## config.mk

```make
export PLATFORM = sky130hd
export DESIGN_NAME = data_ram_loader
export DESIGN_NICKNAME = d
export VERILOG_FILES = /design/src/rtl/data_ram_loader.sv
export SDC_FILE = /design/constraint.sdc
export NUM_CORES = 1
export LEC_CHECK = 0
export CAP_MARGIN = 10
export CORE_ASPECT_RATIO = 0.6
export CORE_MARGIN = 2
export CORE_UTILIZATION = 45
export CTS_BUF_LIST = sky130_fd_sc_hd__clkbuf_4 sky130_fd_sc_hd__clkbuf_8 sky130_fd_sc_hd__clkbuf_16
export CTS_CLUSTER_DIAMETER = 50
export DETAILED_ROUTE_END_ITERATION = 10
export MAX_ROUTING_LAYER = met4
export PLACE_DENSITY = 0.74
export SLEW_MARGIN = 20
export SYNTH_ARGS = -nofsm -noshare
export SYNTH_HDL_FRONTEND = slang
export SYNTH_SLANG_ARGS = --single-unit
```

## constraint.sdc

```tcl
create_clock -name CLK -period 2.79 [get_ports CLK]
set_clock_uncertainty 0.1 [all_clocks]
set_input_delay 0.4185 -clock CLK [delete_from_list [all_inputs] [get_ports CLK]]
set_output_delay 0.4185 -clock CLK [all_outputs]
set_load 0.005 [all_outputs]
```

## src/rtl/data_ram_loader.sv

```systemverilog
// DataRAM write-side loader: streams bytes from a valid/ready source into sequential DataRAM writes from a base address.
// Latency: one registered write stage; Done two cycles after the last accepted byte (plus Count read cycles when LOADER_VERIFY_EN is defined).
// Backpressure: InReady is high only while bytes remain in LOAD; the optional LOADER_VERIFY_EN readback flags checksum mismatches on Error.
module data_ram_loader #(
  parameter int ADDR_W = 8,
  parameter int DATA_W = 8
) (
  input  logic              CLK,
  input  logic              Reset,
  input  logic              Start,
  input  logic [ADDR_W-1:0] BaseAddr,
  input  logic [ADDR_W:0]   Count,
  input  logic              InValid,
  input  logic [DATA_W-1:0] InData,
  output logic              InReady,
  output logic              MemRead,
  output logic              MemWrite,
  output logic [ADDR_W-1:0] Address,
  output logic [DATA_W-1:0] DataSrc,
  input  logic [DATA_W-1:0] DataMemOut,
  output logic              Busy,
  output logic              Done,
  output logic              Error
);

  typedef enum logic [2:0] {
    IDLE,
    LOAD,
    FLUSH,
    VERIFY,
    DONE
  } state_t;

  state_t             state;
  state_t             stateNext;
  logic [ADDR_W-1:0]  ptr;
  logic [ADDR_W:0]    remaining;
  logic [DATA_W-1:0]  checksum;
  logic               memWriteQ;
  logic [ADDR_W-1:0]  addrQ;
  logic [DATA_W-1:0]  dataQ;
  logic               accept;

`ifdef LOADER_VERIFY_EN
  logic [ADDR_W-1:0]  baseQ;
  logic [ADDR_W:0]    countQ;
  logic [DATA_W-1:0]  readSum;
  logic               errorQ;
`else
  // Read data only matters for the readback pass.
  logic               unusedDataMemOut;
  assign unusedDataMemOut = ^DataMemOut;
`endif

  assign InReady  = (state == LOAD) && (remaining != '0);
  assign accept   = InValid && InReady;
  assign MemWrite = memWriteQ;
  // Address is a single register shared by write and read phases so it holds its last value when idle.
  assign Address  = addrQ;
  assign DataSrc  = dataQ;
  assign Busy     = (state == LOAD) || (state == FLUSH) || (state == VERIFY);
  assign Done     = (state == DONE);
`ifdef LOADER_VERIFY_EN
  assign MemRead  = (state == VERIFY);
  assign Error    = errorQ;
`else
  assign MemRead  = 1'b0;
  assign Error    = 1'b0;
`endif

  // Next-state logic; LOAD waits one cycle at remaining==0 so the last registered write can commit.
  always_comb begin
    stateNext = state;
    case (state)
      IDLE:   if (Start) stateNext = (Count == '0) ? DONE : LOAD;
      LOAD:   if (remaining == '0) stateNext = FLUSH;
`ifdef LOADER_VERIFY_EN
      FLUSH:  stateNext = VERIFY;
      VERIFY: if (remaining == 1) stateNext = DONE;
`else
      FLUSH:  stateNext = DONE;
`endif
      DONE:   stateNext = IDLE;
      default: stateNext = IDLE;
    endcase
  end

  // State register, write stage, pointers, checksum and readback comparison.
  always_ff @(posedge CLK) begin
    if (Reset) begin
      state     <= IDLE;
      ptr       <= '0;
      remaining <= '0;
      checksum  <= '0;
      memWriteQ <= 1'b0;
      addrQ     <= '0;
      dataQ     <= '0;
`ifdef LOADER_VERIFY_EN
      baseQ     <= '0;
      countQ    <= '0;
      readSum   <= '0;
      errorQ    <= 1'b0;
`endif
    end else begin
      state     <= stateNext;
      memWriteQ <= 1'b0;
      case (state)
        IDLE: begin
          if (Start) begin
            ptr       <= BaseAddr;
            remaining <= Count;
            checksum  <= '0;
`ifdef LOADER_VERIFY_EN
            baseQ     <= BaseAddr;
            countQ    <= Count;
            readSum   <= '0;
            errorQ    <= 1'b0;
`endif
          end
        end
        LOAD: begin
          if (accept) begin
            memWriteQ <= 1'b1;
            addrQ     <= ptr;
            dataQ     <= InData;
            ptr       <= ptr + 1'b1;
            checksum  <= checksum + InData;
            remaining <= remaining - 1'b1;
          end
        end
`ifdef LOADER_VERIFY_EN
        FLUSH: begin
          ptr       <= baseQ;
          addrQ     <= baseQ;
          remaining <= countQ;
        end
        VERIFY: begin
          readSum   <= readSum + DataMemOut;
          remaining <= remaining - 1'b1;
          ptr       <= ptr + 1'b1;
          // Last read keeps Address parked on the final window location.
          if (remaining == 1) begin
            errorQ <= ((readSum + DataMemOut) != checksum);
          end else begin
            addrQ  <= addrQ + 1'b1;
          end
        end
`endif
        default: ;
      endcase
    end
  end

endmodule
```

Word-level counts from Yosys, hierarchy flattened. Cells that the tools add are included.

Register bits: 37. Output and inout port bits: 22. Input bits: 37. Word-level logic and storage cells: 40.

Multiplexer cells: 11. Equality and inequality tests: 7. Reduce and logical (&&, ||, !) cells: 13. Bitwise operators: 1. Add/sub/neg operators: 2.

Operator list (count): $logic_not 9->1 (2); $mux 9 (2); $pmux 9 s2 (1); $mux 8 (2); $pmux 8 s2 (1); $mux 3 (3); $pmux 3 s3 (1); $reduce_bool 9->1 (1); $sub 9x1->9 const B (1); $add 8x1->8 const B (1); $eq 3x2->1 const B (2); $ne 2x2->1 const B (2); $reduce_and 2->1 (2); $eq 3x1->1 const B (1); $eq 3x3->1 const B (1); $logic_not 3->1 (1); $reduce_and 3->1 (1); $logic_and 1x1->1 (2); $logic_or 1x1->1 (2); $ne 2x1->1 const B (1); $reduce_bool 2->1 (1); $reduce_or 2->1 (1); $mux 1 (1); $not 1->1 (1).

Depth between registers and ports, before layout. Gate-level depths: netlist (run 1).

Depth in word-level cells: 5. Depth in mapped cells: 9. Depth with buffers taken out: 6.

Worst setup path before layout (run 1). No wires, ideal clock.

Kind: register to register. Start point: register remaining[0]. End point: register ptr[1]. Setup time: 0.136 ns. Arrival time: 1.977 ns. Stages on the path, launching flop included: 10. Buffers on the path: 3. Period minus slack after synthesis: 2.213 ns. Required time: 2.554 ns. Path slack: 0.577 ns. Cells stage by stage: dfxtp_1 > inv_1 > ha_1 > or4b_1 > buf_2 > o311a_1 > buf_2 > buf_6 > nor3_2 > a311oi_2.

Longest elaborated chain between the ends: 5.

RTL lines: start, declared (line 37) `logic [ADDR_W:0] remaining;`; start signal, assigned (line 111) `remaining <= Count;`; start signal, assigned (line 128) `remaining <= remaining - 1'b1;`; $reduce_bool 9->1 (line 55) `assign InReady = (state == LOAD) && (remaining != '0);`; $logic_and 1x1->1 (line 55); $logic_and 1x1->1 (line 56) `assign accept = InValid && InReady;`; $ne 2x2->1 (no source line); $reduce_and 3->1 (no source line); end signal, assigned (line 110) `ptr <= BaseAddr;`; end signal, assigned (line 126) `ptr <= ptr + 1'b1;`; end, declared (line 36) `logic [ADDR_W-1:0] ptr;`.

No other way between the ends. A chain may end at the register's enable or synchronous reset.

Worst setup path after layout (run 1).
Start point: register remaining[0]. End point: output InReady.

Longest elaborated chain between the ends: 2.

RTL lines: $reduce_bool 9->1 (line 55); $logic_and 1x1->1 (line 55); end, declared (line 15) `output logic InReady,`.

No other way between the ends.

==> results of run 1 <==
## layer usage
layer,wire length [um],up-vias
met5,0,-
met4,23,0
met3,427,2
met2,2220,82
met1,2390,856
li1,-,957
## worst min-delay path: stages (launching register included)
cell,delay [ns]
dfxtp_1,0.31
nand2_1,0.05
a21oi_1,0.05
## cell type report
type	instances	area [um2]
fill	395	1540
clock inverter	2	10.0
tap	60	75.1
sequential	37	741
multi-input combinational	176	1070
timing repair buffer	59	563
inverter	6	22.5
clock buffer	6	76.3
## power groups by stage
| stage | clock, mW | sequential [mW] | combinational, mW |
|---|---|---|---|
| 2_1_floorplan | 0 | 0.631 | 0.312 |
| 3_3_place_gp | 0 | 0.642 | 0.450 |
| 3_5_place_dp | 0 | 0.643 | 0.458 |
| 4_1_cts | 0.383 | 0.632 | 0.470 |
| 5_1_grt | 0.404 | 0.643 | 0.548 |
| 6_report | 0.374 | 0.636 | 0.497 |
## flip-flops by register name, indices dropped and copies added (netlist names)
name / cells
Address: 8
DataSrc: 8
MemWrite: 1
ptr: 8
remaining: 9
state: 3
## final timing paths
kind / start / slack [ns] / cells past startpoint / end
setup reg to reg: remaining[0] / 0.35 / 6 / remaining[8]
hold / removal: DataSrc[4] / 0.35 / 2 / DataSrc[4]
hold reg to reg: DataSrc[4] / 0.35 / 2 / DataSrc[4]
setup / recovery: remaining[0] / 0.12 / 6 / InReady
## logic make-up (layout without fill, tap and decap cells)
family | count (synthesis) | count (layout) | synth area share [%]
adders and majority gates | 2 | 2 | 1.30
AOI/OAI and AO/OA | 73 | 73 | 27.6
other | 1 | 2 | 0.195
DFF | 37 | 37 | 38.5
muxes | 1 | 1 | 0.520
buffers and inverters | 27 | 73 | 6.89
and+or+nand+nor | 98 | 98 | 25.0
## timing repair
item,CTS,global route
buffers inserted,0,2
gates resized for setup,2,3
cloned,0,0
hold buffers,0,0
endpoints found under the setup margin,1,1
## layout by cell type, fill, tap and decap left out, types with 2 or more instances in the layout
cell type / instances
a31o_2: 2
clkbuf_8: 5
buf_4: 11
o21ai_0: 7
inv_1: 5
nor3b_1: 2
nor2_1: 13
clkdlybuf4s50_1: 48
o22ai_1: 2
clkinv_2: 2
and2_1: 4
a22oi_1: 2
and3_1: 4
or3_1: 2
a21oi_1: 31
conb_1: 2
nand2_1: 48
nor3_1: 3
nor4_1: 4
or4_1: 5
o32ai_1: 8
dfxtp_1: 37
a21boi_0: 2
nand3_1: 4
a221oi_1: 4
## metrics by stage
stage | utilization (%) | total power [mW] | area, um2 | hold slack (ns) | std cells
global route | 62.5 | 1.60 | 2560 | 0.374 | 346
detailed placement | 59.6 | 1.10 | 2440 | 0.347 | 336
floorplan | - | 0.944 | 1930 | 0.335 | 240
global placement | 59.6 | 1.09 | 2440 | 0.341 | 336
CTS | 61.9 | 1.49 | 2540 | 0.356 | 344
finish | 62.5 | 1.51 | 2560 | 0.354 | 346
==> impl_metrics.env, run 1 <==
export IMPL_max_clock_path_buffers=2
export IMPL_max_clock_freq_mhz=375
export IMPL_grt_use_met2_pct=34.6
export IMPL_clock_buffers_created_by_tritoncts=5
export IMPL_grt_pass1_vias=1711
export IMPL_report_final_slew_viol_count=0
export IMPL_synth_area_per_cell_um2=8.05
export IMPL_switching_power_mw=0.508
export IMPL_pin_count_of_the_biggest_net_entering_global_routing=26
export IMPL_ctsHtreeMaxLevel=2
export IMPL_yosysWarnings=0
export IMPL_vias_per_cell=5.48
export IMPL_synth_seq_area_share_pct=38.5
export IMPL_globalplace_congestion=0.811
export IMPL_max_slew_worst_pin_slew_ns=0.597
export IMPL_worst_hold_path_type="flop to flop"
export IMPL_wl_per_cell_um=14.6
export IMPL_max_vdd_ir_drop_mv=0.266
export IMPL_post_synth_instance_area_um2=1920
export IMPL_grt_util_met3_pct=5.43
export IMPL_worst_setup_hold_path_clk_slew_ns=0.07
export IMPL_synth_top_area_share_pct=38.5
export IMPL_cp_required_ns=2.27
export IMPL_synth_async_sr_flop_share_pct=0
export IMPL_drv_cap=0
export IMPL_io_buffer_count=48
export IMPL_die_height_um=54.7
export IMPL_cts_root_buffer="clkbuf_8"
export IMPL_critPathArrivalTime_ns=2.15
export IMPL_path_cells="inv_2 > ha_2 > or4b_4 > nor3_4 > nor2_1 > clkdlybuf4s50_1"
export IMPL_cp_top_family="simple AND/OR/NAND/NOR gates"
export IMPL_fp_dieArea_um2=4830
export IMPL_synth_largest_area_cell="dfxtp_1"
export IMPL_cts_tree="yes"
export IMPL_crit_buf_inv=2
export IMPL_cp_end_kind="output port"
export IMPL_pwr_share_clk_pct=24.8
export IMPL_dr_total_vias=1897
export IMPL_number_of_antenna_violations_at_the_first_check_in_global_routing=0
export IMPL_grt_usage_pct=23.3
export IMPL_critical_path_startpoint_type="flop"
export IMPL_ys_flop_type="dfxtp_1"
export IMPL_worst_setup_path_type="flop to output port"
export IMPL_clock_latency_ns=0.28
export IMPL_combinationalPowerShare_pct=33.0
export IMPL_post_route_period_util_pct=95.6
export IMPL_swShare_pct=33.7
export IMPL_finalSetupViolCount=0
export IMPL_unrepaired_setup_endpoints_after_global_routing="false"
export IMPL_synthCells=239
export IMPL_placement_rows=18
export IMPL_sequentialPowerShare_pct=42.2
export IMPL_tns_ns=0
export IMPL_detail_route_first_pass_iterations=4
export IMPL_global_route_wire_length_before_repair_mm=8.27
export IMPL_top_level_ports=59
export IMPL_outcome="finished clean"
export IMPL_area_growth_pct=33.0
export IMPL_layout_setup_ws_ns=0.124
export IMPL_crit_path_max_incr_delay_ns=0.52
export IMPL_ys_top_cells_by_area="dfxtp_1 (38%), nand2_1 (9.4%), a21oi_1 (8.1%)"
export IMPL_grt_overflow=0
export IMPL_period_minus_slack_ns=2.67
export IMPL_netlist_top_cells_count="nand2_1 (48), dfxtp_1 (37), a21oi_1 (31)"
export IMPL_netlist_cell_type_count=51
export IMPL_wirelength_mm=5.06
export IMPL_grt_util_met1_pct=31.7
export IMPL_power_density_nw_per_um2=589
export IMPL_detailed_place_hpwl_mm=3.46
export IMPL_hold_violations=0
export IMPL_floorplan_core_area_um2=4100
export IMPL_synth_edff_count=0
export IMPL_place_ws_ns=0.207
export IMPL_postRouteAntennaNets=0
export IMPL_clkSinkCount=37
export IMPL_drt_initial_drc_count=96
export IMPL_final_net_count=324
export IMPL_p_leak_nw=0.912
export IMPL_cell_internal_pwr_mw=1.00
export IMPL_antenna_diode_count=0
export IMPL_relSlewSlack_pct=60.1
export IMPL_synth_seq_cells=37
export IMPL_initial_core_util_pct=46.9
export IMPL_chipWidth_um=88.4
export IMPL_drc=0
export IMPL_synthMostInstantiatedCell="nand2_1"
export IMPL_busiest_layer="met2"
export IMPL_critical_path_max_fanout=6
export IMPL_post_route_cells_drive_above_1_share_pct=12.6
export IMPL_cp_slowest_cell="or4b_4"
Power figures use the tool's default switching activity.
==> run 2, diff against run 1 <==
- CORE_ASPECT_RATIO: 0.6 -> 1.25
==> run 2 against run 1 <==
Final area increased by 1.0%. Critical path type unchanged. Count of clock-buffer cells in the layout unchanged. Setup slack better by 0.0082 ns. Non-clock buffer count down 2. Flip-flop and latch count is the same. Fmax increased by 0.31%. First-iteration DRC count grew 5.2%. Register-to-register slack improved by 0.06 ns. Routed wire length down 6.6%. Total power is 5.8% higher. Utilization grew 0.64 points. Via count fell by 0.11%.
==> impl_metrics.env, run 2 (same netlist as run 1, synthesis figures left out) <==
export IMPL_cp_end_kind="output port"
export IMPL_fp_dieArea_um2=4820
export IMPL_worst_r2r_setup_slack_ns=0.41
export IMPL_io_buffer_count=48
export IMPL_pin_count_of_the_biggest_net_entering_global_routing=38
export IMPL_unrepaired_setup_endpoints_after_global_routing="false"
export IMPL_worst_r2r_startpoint="remaining[0]"
export IMPL_crit_path_max_incr_delay_ns=0.52
export IMPL_grt_pass1_vias=1716
export IMPL_max_vdd_ir_drop_mv=0.413
export IMPL_cp_slowest_cell="or4b_4"
export IMPL_report_final_slew_viol_count=0
export IMPL_grt_overflow=0
export IMPL_drc=0
export IMPL_chipWidth_um=62.5
export IMPL_final_fill_count=393
export IMPL_clkSinkCount=37
export IMPL_global_route_wire_length_before_repair_mm=8.02
export IMPL_area_growth_pct=34.4
export IMPL_floorplan_core_area_um2=4100
export IMPL_antenna_diode_count=0
export IMPL_clock_buffers_created_by_tritoncts=5
export IMPL_design_power_total_mw=1.59
export IMPL_detailed_place_hpwl_mm=3.20
export IMPL_cts_tree="yes"
export IMPL_max_slew_worst_pin_slew_ns=0.622
export IMPL_relSlewSlack_pct=58.4
export IMPL_power_density_nw_per_um2=617
export IMPL_worst_setup_path_type="flop to output port"
export IMPL_wl_per_cell_um=13.9
export IMPL_period_minus_slack_ns=2.66
export IMPL_hold_violations=0
export IMPL_ff_latch_area_um2=741
export IMPL_vias_per_cell=5.57
export IMPL_most_flop_heavy_register="remaining"
export IMPL_critPathArrivalTime_ns=2.14
export IMPL_max_clock_freq_mhz=376
export IMPL_rr_endpoint="ptr[3]"
export IMPL_wirelength_mm=4.72
export IMPL_largest_register_ffs=9
export IMPL_multi_input_area_um2=1070
export IMPL_drt_initial_drc_count=101
export IMPL_final_cell_mix="nand2_1 (48), clkdlybuf4s50_1 (48), dfxtp_1 (37)"
export IMPL_outcome="finished clean"
export IMPL_cp_required_ns=2.27
export IMPL_post_route_period_util_pct=95.3
export IMPL_grt_usage_pct=21.1
export IMPL_critical_path_startpoint_type="flop"
export IMPL_finalSetupViolCount=0
export IMPL_clock_latency_ns=0.29
export IMPL_tns_ns=0
export IMPL_post_route_cells_drive_above_1_share_pct=11.6
export IMPL_top_level_ports=59
export IMPL_number_of_antenna_violations_at_the_first_check_in_global_routing=0
export IMPL_max_clock_path_buffers=2
export IMPL_worst_setup_hold_path_clk_slew_ns=0.07
export IMPL_worst_hold_path_type="flop to flop"
export IMPL_min_delay_start="Address[4]"
export IMPL_initial_core_util_pct=46.9
export IMPL_placement_rows=26
export IMPL_min_delay_path_depth=2
export IMPL_cts_root_buffer="clkbuf_8"
export IMPL_dr_total_vias=1895
export IMPL_worst_hold_path_endpoint="Address[4]"
export IMPL_die_height_um=77.1
export IMPL_p_leak_nw=0.916
export IMPL_path_cells="inv_1 > ha_2 > or4b_4 > nor3_4 > nor2_1 > clkdlybuf4s50_1"
export IMPL_drv_cap=0
export IMPL_postRouteAntennaNets=0
export IMPL_ctsHtreeMaxLevel=2
export IMPL_final_net_count=322
export IMPL_reg2regPathDepth=7
export IMPL_detail_route_first_pass_iterations=4
export IMPL_globalplace_congestion=0.834
export IMPL_critical_path_max_fanout=4
export IMPL_hold_buffers=0
run 2: critical path: cells and delay by family, from the launching register on:
| family | cells | cell delay, ns |
|---|---|---|
| flip-flops | 1 | 0.32 |
| AND/OR/NAND/NOR | 3 | 0.77 |
| adder cells (fa/ha/maj) | 1 | 0.21 |
| buffers and inverters | 2 | 0.54 |
run 2: per-stage QoR:
stage                     worst slack (ns)  hold WS, ns  std cells  utilization, %  instance area [um2]
after floorplan                      0.577        0.335        240               -                 1930
after global placement               0.266        0.341        332            59.7                 2450
after detailed placement             0.203        0.346        332            59.7                 2450
after CTS                           0.0457        0.357        340            62.9                 2580
after global routing                0.0296        0.375        340            63.1                 2590
final                                0.132        0.354        340            63.1                 2590
run 2: worst max path at each step:
stage,startpoint,endpoint,slack (ns),cells past startpoint
finish,remaining[0],InReady,0.13,6
global route,remaining[0],InReady,0.03,6
CTS,remaining[0],InReady,0.05,6
detailed placement,remaining[0],InReady,0.20,6
global placement,remaining[0],InReady,0.27,6
floorplan,remaining[0],ptr[1],0.58,9
run 2: per-layer routing:
metal | up-vias | part of all wire (%) | track usage [%]
li1 | 947 | - | -
met1 | 894 | 42 | 24.5
met2 | 49 | 52 | 35.9
met3 | 5 | 4.3 | 4.11
met4 | 0 | 1.4 | 7.78
met5 | - | 0 | -
run 2: cell type report:
class | count | area share (%)
multi-input cells | 176 | 41.5
clock buffers | 6 | 3.19
well taps | 56 | 2.71
repair buffers | 57 | 21.7
flip-flops and latches | 37 | 28.6
clock inverters | 2 | 1.45
inverters | 6 | 0.871
run 2: timing repair:
action,4_1_cts,5_1_grt
pin swaps,0,1
gates resized for setup,2,2
setup endpoints to repair,1,1
setup buffers,0,0
run 2: report_power, final:
part | internal (mW) | switching (mW) | leakage, nW
registers | 0.581 | 0.0522 | 0.302
clock network | 0.291 | 0.196 | 0.0574
logic | 0.226 | 0.249 | 0.556
total | 1.10 | 0.497 | 0.916
==> RTL edit 1: new RTL, config.mk and constraints of run 1 <==
Encoding of `state_t`: now one-hot (5 bits for 5 states).
--- a/src/rtl/data_ram_loader.sv
+++ b/src/rtl/data_ram_loader.sv
@@ -24,10 +24,10 @@
 );
 
-  typedef enum logic [2:0] {
-    IDLE,
-    LOAD,
-    FLUSH,
-    VERIFY,
-    DONE
+  typedef enum logic [4:0] {
+    IDLE   = 5'b00001,
+    LOAD   = 5'b00010,
+    FLUSH  = 5'b00100,
+    VERIFY = 5'b01000,
+    DONE   = 5'b10000
   } state_t;
 
Behaviour: no difference found for any inputs over 10 cycles, from zero or initial values and one cycle with Reset high; not proved beyond that.
==> RTL edit 1 against run 1 <==
  * Area after synthesis increased by 0.33%
  * Routed wire length increased by 1.9%
  * Power shrank 5.1%
  * Worst setup slack got worse by 1.3 ps
  * Cell area up 0.78%
  * Cell count grew 2.0%
  * Sequential cell count is 1 higher
  * Synthesized cell count up 2.9%
==> RTL edit 1: results (changes against run 1) <==
status completed; routed wire length per instance 14.6 um (-0.14%); Seq/Total Area, Yosys 39.4% (+0.91 points); Yosys warnings 0 (unchanged); Detailed Route Iter0 Violations 104 (+8.3%); Data arrival, critical path 2150 ps (about the same); final-stage net count 331 (+2.2%); fraction of area in clock buffers and inverters 3.69% (+0.31 points); Static Leak 0.000864 uW (-5.2%); area of the multi-input gates 1070 um2 (-0.47%); vias per cell 5.66 (+3.2%); CTS clk-pin slew, worst paths 70 ps (about the same); reg2reg setup slack 380 ps (+30 ps); max reg flops 9 (unchanged); Routed Wire Length 5.16 mm (+1.9%); GPL Wtd Cong 0.849 (+4.7%); R2R depth 8 (+2); Hold Path Sink DataSrc[3]; number of clock sinks 38 (+2.7%); reg2reg start remaining[0]; multiplexer share of the synthesized area 0% (-0.52 points); non-clk buf share 22.1% (+0.12 points); Non-clk bufs 60 (+1.7%); Synth Area in Adders 1.30% (-0.0042 points); DPL Wire Length 3.75 mm (+8.3%); crit-path max cell delay 490 ps (-30 ps); gr usage total 23.0% (-0.30 points); CLK BUF 7 (+1); post-synthesis cell type count 40 (-22%); share of cells above drive strength 1 9.22% (-3.4 points); PwrDens 554 nW/um2 (-5.9%); Slew @ Worst Pin 556 ps (-40.9 ps); compound-gate portion of the synthesized area 26.0% (-1.6 points); mean area per synthesized cell 7.85 um2 (-2.5%); post-place instance area 2460 um2 (+0.92%); hold_ws 354 ps (+0.770 ps); nonclk inv count 3 (-3); Placed Cells incl. Taps 343 (+2.1%); #MultiIn Comb 184 (+4.5%); first-pass GRT wire length 8.14 mm (-1.7%); xor/xnor share of the synthesized area 0.454% (+0.45 points); Max IR drop VDD 0.254 mV (-4.7%); sequential cell area share 29.5% (+0.55 points); HP Start DataSrc[3]; most common library cells after synthesis 51 x nand2_1, 38 x dfxtp_1, 37 x a21oi_1, 13 x clkbuf_1, 12 x nor2_1; Crit Path Max Fanout 5 (-1); vias in the first global route 1654 (-3.3%); fillers 372 (-5.8%); FF-to-FF End ptr[3]; CORE AREA 4120 um2 (+0.55%); largest net degree at the start of global routing 30 (+15%); synth top area cells dfxtp_1 39%, nand2_1 9.9%, a21oi_1 9.6%
==> RTL edit 1: changes by cell type in the layout (fill, tap and decap cells not counted), sizes merged, moves of 2 or more <==
cell and delta:
o22ai -2, a21oi +6, o21a +3, and3 -4
a221oi -2, a22oi +2, nand2 +2, inv -3
or4b +2, nor4b +4, nor4 +2
==> RTL edit 1: how the worst max path moves through the flow <==
stage                       from      endpoint  slack [ps]
floorplan           remaining[0]  remaining[0]         610
global placement    remaining[0]       InReady         280
detailed placement  remaining[0]       InReady         270
CTS                 remaining[0]       InReady          60
global route        remaining[0]       InReady          10
finish              remaining[0]       InReady         120
==> RTL edit 1: report_power, final <==
group          total [uW]  leakage (uW)  internal, uW  switching (uW)
Clock                 394     0.0000517           209             185
Sequential            647      0.000309           588            59.4
Combinational         389      0.000503           189             200
Total                1430      0.000864           985             445
==> RTL edit 1: routing by layer <==
metal	global-route usage, %	wire length (um)	vias up
met5	-	0	-
met4	3.79	12	0
met3	6.18	535	2
met2	29.6	2040	83
met1	35.3	2560	930
li1	-	-	983
==> RTL edit 1: worst register-to-register path, cell delays in order (launching register included) <==
cell,delay [ps]
dfxtp_1,320
inv_1,110
ha_2,210
or4b_4,490
buf_4,170
o311ai_4,410
buf_4,280
a22oi_1,110
o32ai_1,130
==> RTL edit 1: stage by stage <==
stage          setup slack (ps)  total power, uW
3_5_place_dp                272             1020
5_1_grt                    12.8             1510
6_report                    123             1430
4_1_cts                    63.9             1420
3_3_place_gp                285             1010
2_1_floorplan               606              889
==> RTL edit 1: timing repair <==
action | CTS | global route
setup buffers | 0 | 2
gates resized for setup | 1 | 1
setup endpoints to repair | 1 | 1
hold buffers | 0 | 0
==> RTL edit 2: new RTL, flow settings as in run 1 <==
Made on the original files. Set the parameter `ADDR_W` to 7 (it was 8).
--- a/src/rtl/data_ram_loader.sv
+++ b/src/rtl/data_ram_loader.sv
@@ -3,5 +3,5 @@
 // Backpressure: InReady is high only while bytes remain in LOAD; the optional LOADER_VERIFY_EN readback flags checksum mismatches on Error.
 module data_ram_loader #(
-  parameter int ADDR_W = 8,
+  parameter int ADDR_W = 7,
   parameter int DATA_W = 8
 ) (
Ports: changed (resized Address, BaseAddr and Count); port bits go from 59 to 56. No check against the original RTL was run, so the function may have changed too.
==> RTL edit 2 against run 1 <==
  * Synthesized cell count shrank 6.7%
  * Routed wire length down 14%
  * Critical path depth unchanged
  * Sequential power fell by 6.8%
  * Cell area fell by 10%
  * Cell count decreased by 10%
  * First-iteration DRC count rose by 7.3%
  * Largest cell class unchanged
  * Area after synthesis is 9.8% lower
  * Power fell by 6.2%
  * Largest power group unchanged
  * Sequential cell count decreased by 3
  * Highest routed layer unchanged
  * Worst setup slack better by 25 ps
==> RTL edit 2: results (changes against run 1) <==
status completed; port bufs 45 (-6.3%); DPL Wire Length 3.06 mm (-12%); worst setup path class reg -> out; final-stage net count 303 (-6.5%); number of detailed-route iterations in the first pass 4 (unchanged); postcts setup bufs 0 (unchanged); # setup viols final 0 (unchanged); Post-Layout Cell Count 311 (-10%); Data arrival, critical path 2120 ps (-30 ps); Detailed Route Iter0 Violations 103 (+7.3%); Routed Wire Length 4.37 mm (-14%); pre-CTS WS 383 ps (+175 ps); Static Leak 0.000827 uW (-9.3%); post-synthesis cell type count 41 (-20%); clock tree buffer depth 2 (unchanged); H-Tree Depth 2 (unchanged); Sw Share 33.3% (-0.41 points); DRC Markers 0 (unchanged); diodes inserted 0 (unchanged); reg2reg start remaining[0]; Slew @ Worst Pin 679 ps (+82.2 ps); vias in the first global route 1438 (-16%); most common library cells after synthesis 51 x nand2_1, 34 x dfxtp_1, 26 x a21oi_1, 11 x o21ai_0, 10 x clkbuf_1; share of cells above drive strength 1 8.33% (-4.3 points); crit-path max cell delay 490 ps (-30 ps); mean area per synthesized cell 7.79 um2 (-3.3%); async set-or-reset flop fraction in the synthesized netlist 0% (unchanged); CTS Buf Count 5 (unchanged); Seq/Total Area, Yosys 39.2% (+0.70 points); largest delay contributor family on the critical path buffers and inverters; largest net degree at the start of global routing 25 (-3.8%); clk_lat worst skew 290 ps; crit path max-delay cell type or3b_2; vias 1758 (-7.3%); Crit Path Max Fanout 4 (-2); gr usage total 20.7% (-2.6 points); first-pass GRT wire length 6.84 mm (-17%); synth top area cells dfxtp_1 39%, nand2_1 11%, a21oi_1 7.5%; post-place instance area 2210 um2 (-9.3%); CTS clk-pin slew, worst paths 70 ps (about the same); GPL Wtd Cong 0.880 (+8.5%); Hold Vio Cnt, Final 0 (unchanged); HP Start DataSrc[1]; min-delay worst type reg -> reg; Max IR drop VDD 0.405 mV (+52%)
==> RTL edit 2: kinds of logic (layout without fill, tap and decap cells) <==
kind of cell | after synthesis | count (layout) | synth area share, %
AND/OR/NAND/NOR | 92 | 92 | 25.4
other | 1 | 2 | 0.216
flip-flops | 34 | 34 | 39.2
AO/OA/AOI/OAI | 69 | 69 | 26.1
adder cells (fa/ha/maj) | 3 | 3 | 2.16
buffers and inverters | 24 | 64 | 6.99
==> RTL edit 2: path summary, 6_finish.rpt <==
check               end  slack, ps  cells after the start
max             InReady        150                      6
min reg2reg  DataSrc[1]        350                      2
min          DataSrc[1]        350                      2
max reg2reg  DataSrc[1]        530                      7
==> RTL edit 2: power groups by stage <==
stage | registers (uW) | logic [uW] | clock network, uW
2_1_floorplan | 590 | 308 | 0
3_5_place_dp | 602 | 452 | 0
5_1_grt | 601 | 508 | 394
6_report | 593 | 458 | 362
3_3_place_gp | 602 | 453 | 0
4_1_cts | 591 | 454 | 366
==> RTL edit 2: tightest hold or removal path: cells and delay by family, from the launching register on <==
kind            cells  cell delay [ps]
compound gates      1               50
flops               1              310
simple gates        1               50
==> RTL edit 2: area by class of cell <==
type	count	area [um2]
well taps	47	58.8
repair buffers	53	510
multi-input cells	166	945
clock buffers	6	82.6
flip-flops and latches	34	681
fillers	342	1380
inverters	5	18.8
==> RTL edit 2: metal layers <==
metal	vias up	track usage [%]	wire, um
li1	884	-	-
met1	810	29.1	2300
met2	62	28.7	1730
met3	2	7.46	323
met4	0	3.23	23
met5	-	-	0
==> RTL edit 2: what timing repair did <==
item | in CTS | in global routing
hold endpoints to repair | 0 | 0
endpoints found under the setup margin | 0 | 1
gates resized for setup | 0 | 1
